**config.mk**
```make
export PLATFORM = sky130hd
export DESIGN_NAME = inst_mem_reader
export DESIGN_NICKNAME = d
export VERILOG_FILES = /design/src/rtl/inst_mem_reader.sv
export SDC_FILE = /design/constraint.sdc
export NUM_CORES = 1
export LEC_CHECK = 0
export CAP_MARGIN = 5
export CORE_ASPECT_RATIO = 1.2
export CORE_MARGIN = 10
export CORE_UTILIZATION = 23
export DETAILED_ROUTE_END_ITERATION = 8
export PLACE_DENSITY = 0.54
export SYNTH_ARGS = -nofsm -noshare
export SYNTH_HDL_FRONTEND = slang
export SYNTH_SLANG_ARGS = --single-unit
```
**constraint.sdc**
```tcl
create_clock -name clk -period 4.1 [get_ports clk]
set_input_delay 1.23 -clock clk [delete_from_list [all_inputs] [get_ports clk]]
set_output_delay 1.23 -clock clk [all_outputs]
set_load 0.03 [all_outputs]
```
**src/rtl/inst_mem_reader.sv**
```systemverilog
// Instruction read engine: fetches a 16-bit (RVC) or 32-bit instruction byte by
// byte from the shared synchronous RAM and hands it to the icache/fetcher.
module inst_mem_reader #(
   parameter int XLEN    = 32,
   parameter int RAM_LAT = 1
) (
   input  logic            clk,
   input  logic            rst,
   input  logic            rdy,
   input  logic            flush,
   input  logic            stall,
   input  logic            fet_mem_req,
   input  logic [XLEN-1:0] fet_pc,
   input  logic            arb_grant,
   input  logic [7:0]      ram_din,
   output logic [XLEN-1:0] ram_a,
   output logic            ram_rd_en,
   output logic            reader_busy,
   output logic            mem_inst_ready,
   output logic [XLEN-1:0] mem_inst,
   output logic [XLEN-1:0] mem_inst_addr
);

   typedef enum logic [2:0] {
      IDLE,
      RD0,
      RD1,
      RD2,
      RD3,
      RD4,
      DONE
   } state_t;

   state_t          state;
   state_t          next_state;
   logic [XLEN-1:0] addr;
   logic [7:0]      b0;
   logic [7:0]      b1;
   logic [7:0]      b2;
   logic [7:0]      b3;
   logic            rd_req;
   logic [1:0]      a_off;
   logic            latch_req;
   logic            cap0;
   logic            cap1;
   logic            cap2;
   logic            cap3;
   logic            is_rvc;
   logic            unused_pc_lsb;

   if (RAM_LAT != 1) begin : g_lat_unsupported
      $error("inst_mem_reader supports RAM_LAT == 1 only");
   end

   assign unused_pc_lsb = fet_pc[0];
   assign is_rvc        = (b0[1:0] != 2'b11);

   // Data for the address driven in a state arrives one cycle later, so each
   // capture strobe sits one state behind the read it belongs to.
   always_comb begin
      next_state = state;
      rd_req     = 1'b0;
      a_off      = 2'd0;
      latch_req  = 1'b0;
      cap0       = 1'b0;
      cap1       = 1'b0;
      cap2       = 1'b0;
      cap3       = 1'b0;
      case (state)
         IDLE: begin
            if (fet_mem_req && arb_grant) begin
               latch_req  = 1'b1;
               next_state = RD0;
            end
         end
         RD0: begin
            rd_req     = 1'b1;
            next_state = RD1;
         end
         RD1: begin
            rd_req     = 1'b1;
            a_off      = 2'd1;
            cap0       = 1'b1;
            next_state = RD2;
         end
         RD2: begin
            cap1 = 1'b1;
            if (is_rvc) begin
               next_state = DONE;
            end else begin
               rd_req     = 1'b1;
               a_off      = 2'd2;
               next_state = RD3;
            end
         end
         RD3: begin
            rd_req     = 1'b1;
            a_off      = 2'd3;
            cap2       = 1'b1;
            next_state = RD4;
         end
         RD4: begin
            cap3       = 1'b1;
            next_state = DONE;
         end
         DONE: begin
            if (!stall) begin
               next_state = IDLE;
            end
         end
         default: next_state = IDLE;
      endcase
      if (flush) begin
         next_state = IDLE;
         latch_req  = 1'b0;
      end
   end

   always_ff @(posedge clk or negedge rst) begin
      if (!rst) begin
         state <= IDLE;
         addr  <= '0;
         b0    <= '0;
         b1    <= '0;
         b2    <= '0;
         b3    <= '0;
      end else if (rdy) begin
         state <= next_state;
         if (latch_req) addr <= {fet_pc[XLEN-1:1], 1'b0};
         if (cap0) b0 <= ram_din;
         if (cap1) b1 <= ram_din;
         if (cap2) b2 <= ram_din;
         if (cap3) b3 <= ram_din;
      end
   end

   // Strobes are gated by rdy and flush so a frozen or aborted cycle never
   // touches the RAM or signals a result.
   assign ram_rd_en      = rd_req && rdy && !flush;
   assign ram_a          = ram_rd_en ? addr + XLEN'(a_off) : '0;
   assign reader_busy    = (state != IDLE);
   assign mem_inst_ready = (state == DONE) && rdy && !flush && !stall;
   assign mem_inst       = (state != DONE) ? '0 :
                           is_rvc ? XLEN'({b1, b0}) : XLEN'({b3, b2, b1, b0});
   assign mem_inst_addr  = (state == DONE) ? addr : '0;

endmodule

```
==> impl_metrics.json <==
{
  "drcViolationCount": 0,
  "critical_path.max_fanout": 14,
  "ys_ff_latch": 66,
  "status": "finished, final reports clean",
  "drv_cap": 0,
  "period_share": 0.980,
  "fin_area_sq_um": 6330,
  "io_buffers": 143,
  "highest_layer": "met4",
  "r2r_slack_ns": 2.11,
  "yosysSeqAreaShare": 0.420,
  "core_area_sq_um": 16900,
  "hold_end": "b2[6]",
  "wl_met2_um": 6610,
  "numPlacedInstances": 737,
  "p_per_area_nw_per_um2": 569,
  "cts_inserted_buffers": 9,
  "area_growth_pct": 60.8,
  "clock-skew-final_ns": 0.00417,
  "post-synth-top-area-cell": "dfrtp_1",
  "cts.path.max_buffers": 2,
  "grt_util_all_layers": 0.118,
  "grt_first_pass_wirelength_um": 21700,
  "synth_nets": 435,
  "seq_area_sq_um": 1650,
  "grt_max_degree": 49,
  "synth_most_common_cell": "dfrtp_1",
  "worstPathArrival_ns": 2.79,
  "std_cell_rows": 52,
  "syn_inst": 385,
  "cts_root_buf": "clkbuf_16",
  "synth_top_area_frac": 0.420,
  "async_reset_ff_frac": 1.00,
  "gr-total-overflow": 0,
  "fill_cells": 1656,
  "vias_per_cell": 4.69,
  "drt-met1-wl_um": 5450,
  "ys_top_cells_by_area": "dfrtp_1 42%, mux2_2 17%, and2_1 10%",
  "rsz0062_at_grt": "yes",
  "ys.warnings.count": 0,
  "synth_common_cells": "66 x dfrtp_1, 63 x and2_1, 60 x mux2_2",
  "multi_input_area_sq_um": 2280,
  "slew_headroom": 0.543,
  "final_core_util": 0.375,
  "hp-class": "reg2reg",
  "h-tree-depth": 3,
  "synth-edff-count": 0,
  "period_needed_ns": 4.02,
  "initial_utilization": 0.233,
  "max_freq_mhz": 249,
  "dieHeight_um": 163,
  "p_leak_nw": 2.52,
  "ff2ff_path_depth": 5,
  "timing.rr.end": "addr[23]",
  "antenna_cells": 0,
  "antenna_found_initial": 0,
  "ys_types": 43,
  "clkLatencyLatePin_ns": 0.34,
  "end_kind": "output pin",
  "pre_cts_ws_ns": 0.0219,
  "final_cell_count_no_fill": 759,
  "whs_path_depth": 1,
  "firstDrtPassIters": 4,
  "grt_pass1_vias": 3874,
  "avgSynthCellArea_sq_um": 10.2,
  "cp_data_required_time_ns": 2.87,
  "place_area_sq_um": 5780,
  "hold_start": "b2[6]",
  "routabilityCongestion": 0.774,
  "wl_met3_um": 1530,
  "detail-route-antenna-nets": 0,
  "drv_slew": 0,
  "syn_area_sq_um": 3930,
  "die_w_um": 139,
  "die_area_sq_um": 22800,
  "dr.first_iter.drc_count": 122,
  "worst_pin_slew_ns": 0.679,
  "num_vias": 3561,
  "startpoint_type": "input pin",
  "nets": 589,
  "wirelength_um": 13800,
  "finalPower_mw": 3.60,
  "io_pins": 146,
  "hpwl_um": 10500,
  "criticalPathCategory": "in2out",
  "synthFlopType": "dfrtp_1",
  "avgRoutedWirePerCell_um": 18.1,
  "r2r_start": "state[2]",
  "ir_drop_mv": 0.271,
  "finalSetupViolations": 0,
  "finalHoldViolCount": 0,
  "cts_tree": "built",
  "cts.sinks": 66,
  "setup_ws_ns": 0.0802,
  "drive_gt1_frac": 0.304,
  "clk_pin_slew_ns": 0.06
}
[final cells by class]
cell class              instances  area share
repair buffers                166       0.285
well taps                     216      0.0427
clock buffers                  10      0.0378
clock inverters                 5     0.00870
multi-input cells             289       0.360
flip-flops and latches         66       0.261
inverters                       7     0.00415
[critical path, stage by stage]
cell and delay, ns:
clkdlybuf4s50_1 0.53, nand2b_4 0.07, and3b_2 0.29, nand2_4 0.10, clkbuf_16 0.23, a21oi_1 0.15, buf_4 0.19
[cell usage in the layout, fill, tap and decap left out, drive strengths merged, types with 6 or more instances in the layout]
master	instances
dfrtp	66
clkdlybuf4s50	108
nand3	12
o31ai	11
nand4	14
mux2	60
xnor2	6
inv	7
clkbuf	12
a21oi	17
and2	64
or3	6
buf	56
nand2	16
nor2	17
o21ai	9
xor2	9
or4	11
and3	10
[stage by stage]
stage,TNS [ns],hold slack [ns]
4_1_cts,0,0.500
6_report,0,0.497
2_1_floorplan,0,0.471
3_3_place_gp,0,0.480
5_1_grt,-0.183,0.517
3_5_place_dp,0,0.487
[metal layers]
metal | GRT usage | vias up
li1 | - | 1667
met1 | 0.137 | 1741
met2 | 0.191 | 138
met3 | 0.0578 | 15
met4 | 0.0332 | 0
met5 | 0 | -
[cells by family (layout without fill, tap and decap cells)]
logic type,after synthesis,after routing,synth area share
multiplexers,62,62,0.177
XOR/XNOR,15,15,0.0334
AO/OA/AOI/OAI,43,43,0.0646
AND/OR/NAND/NOR,164,165,0.254
buffers and inverters,31,188,0.0410
flip-flops,66,66,0.420
adder cells (fa/ha/maj),3,3,0.00954
other,1,1,0.000953
[how the worst max path moves through the flow]
stage / start / to / slack [ns]
after floorplan: state[0] / ram_a[25] / 0.21
after global placement: flush / ram_a[19] / 0.05
after CTS: state[1] / ram_a[20] / 0.003
final: rdy / ram_a[29] / 0.08
after detailed placement: state[1] / ram_a[31] / 0.02
after global routing: state[1] / ram_a[30] / -0.05
[power breakdown]
part | total [mW] | switching (mW) | leakage (nW) | internal (mW)
Clock | 0.766 | 0.285 | 0.140 | 0.481
Sequential | 1.36 | 0.381 | 0.812 | 0.974
Combinational | 1.48 | 0.712 | 1.57 | 0.764
[flip-flops by register name, summed over array words and instances (netlist names)]
signal / count
b1: 8
state: 3
b0: 8
addr: 31
b3: 8
b2: 8
[repair_timing]
item | in CTS | in global routing
pin swaps | 1 | 4
cloned | 1 | 2
gates resized for setup | 9 | 26
setup buffers | 0 | 4
hold buffers | 0 | 0
endpoints found under the setup margin | 13 | 26
Note: power is estimated with default switching activity, not from simulation.
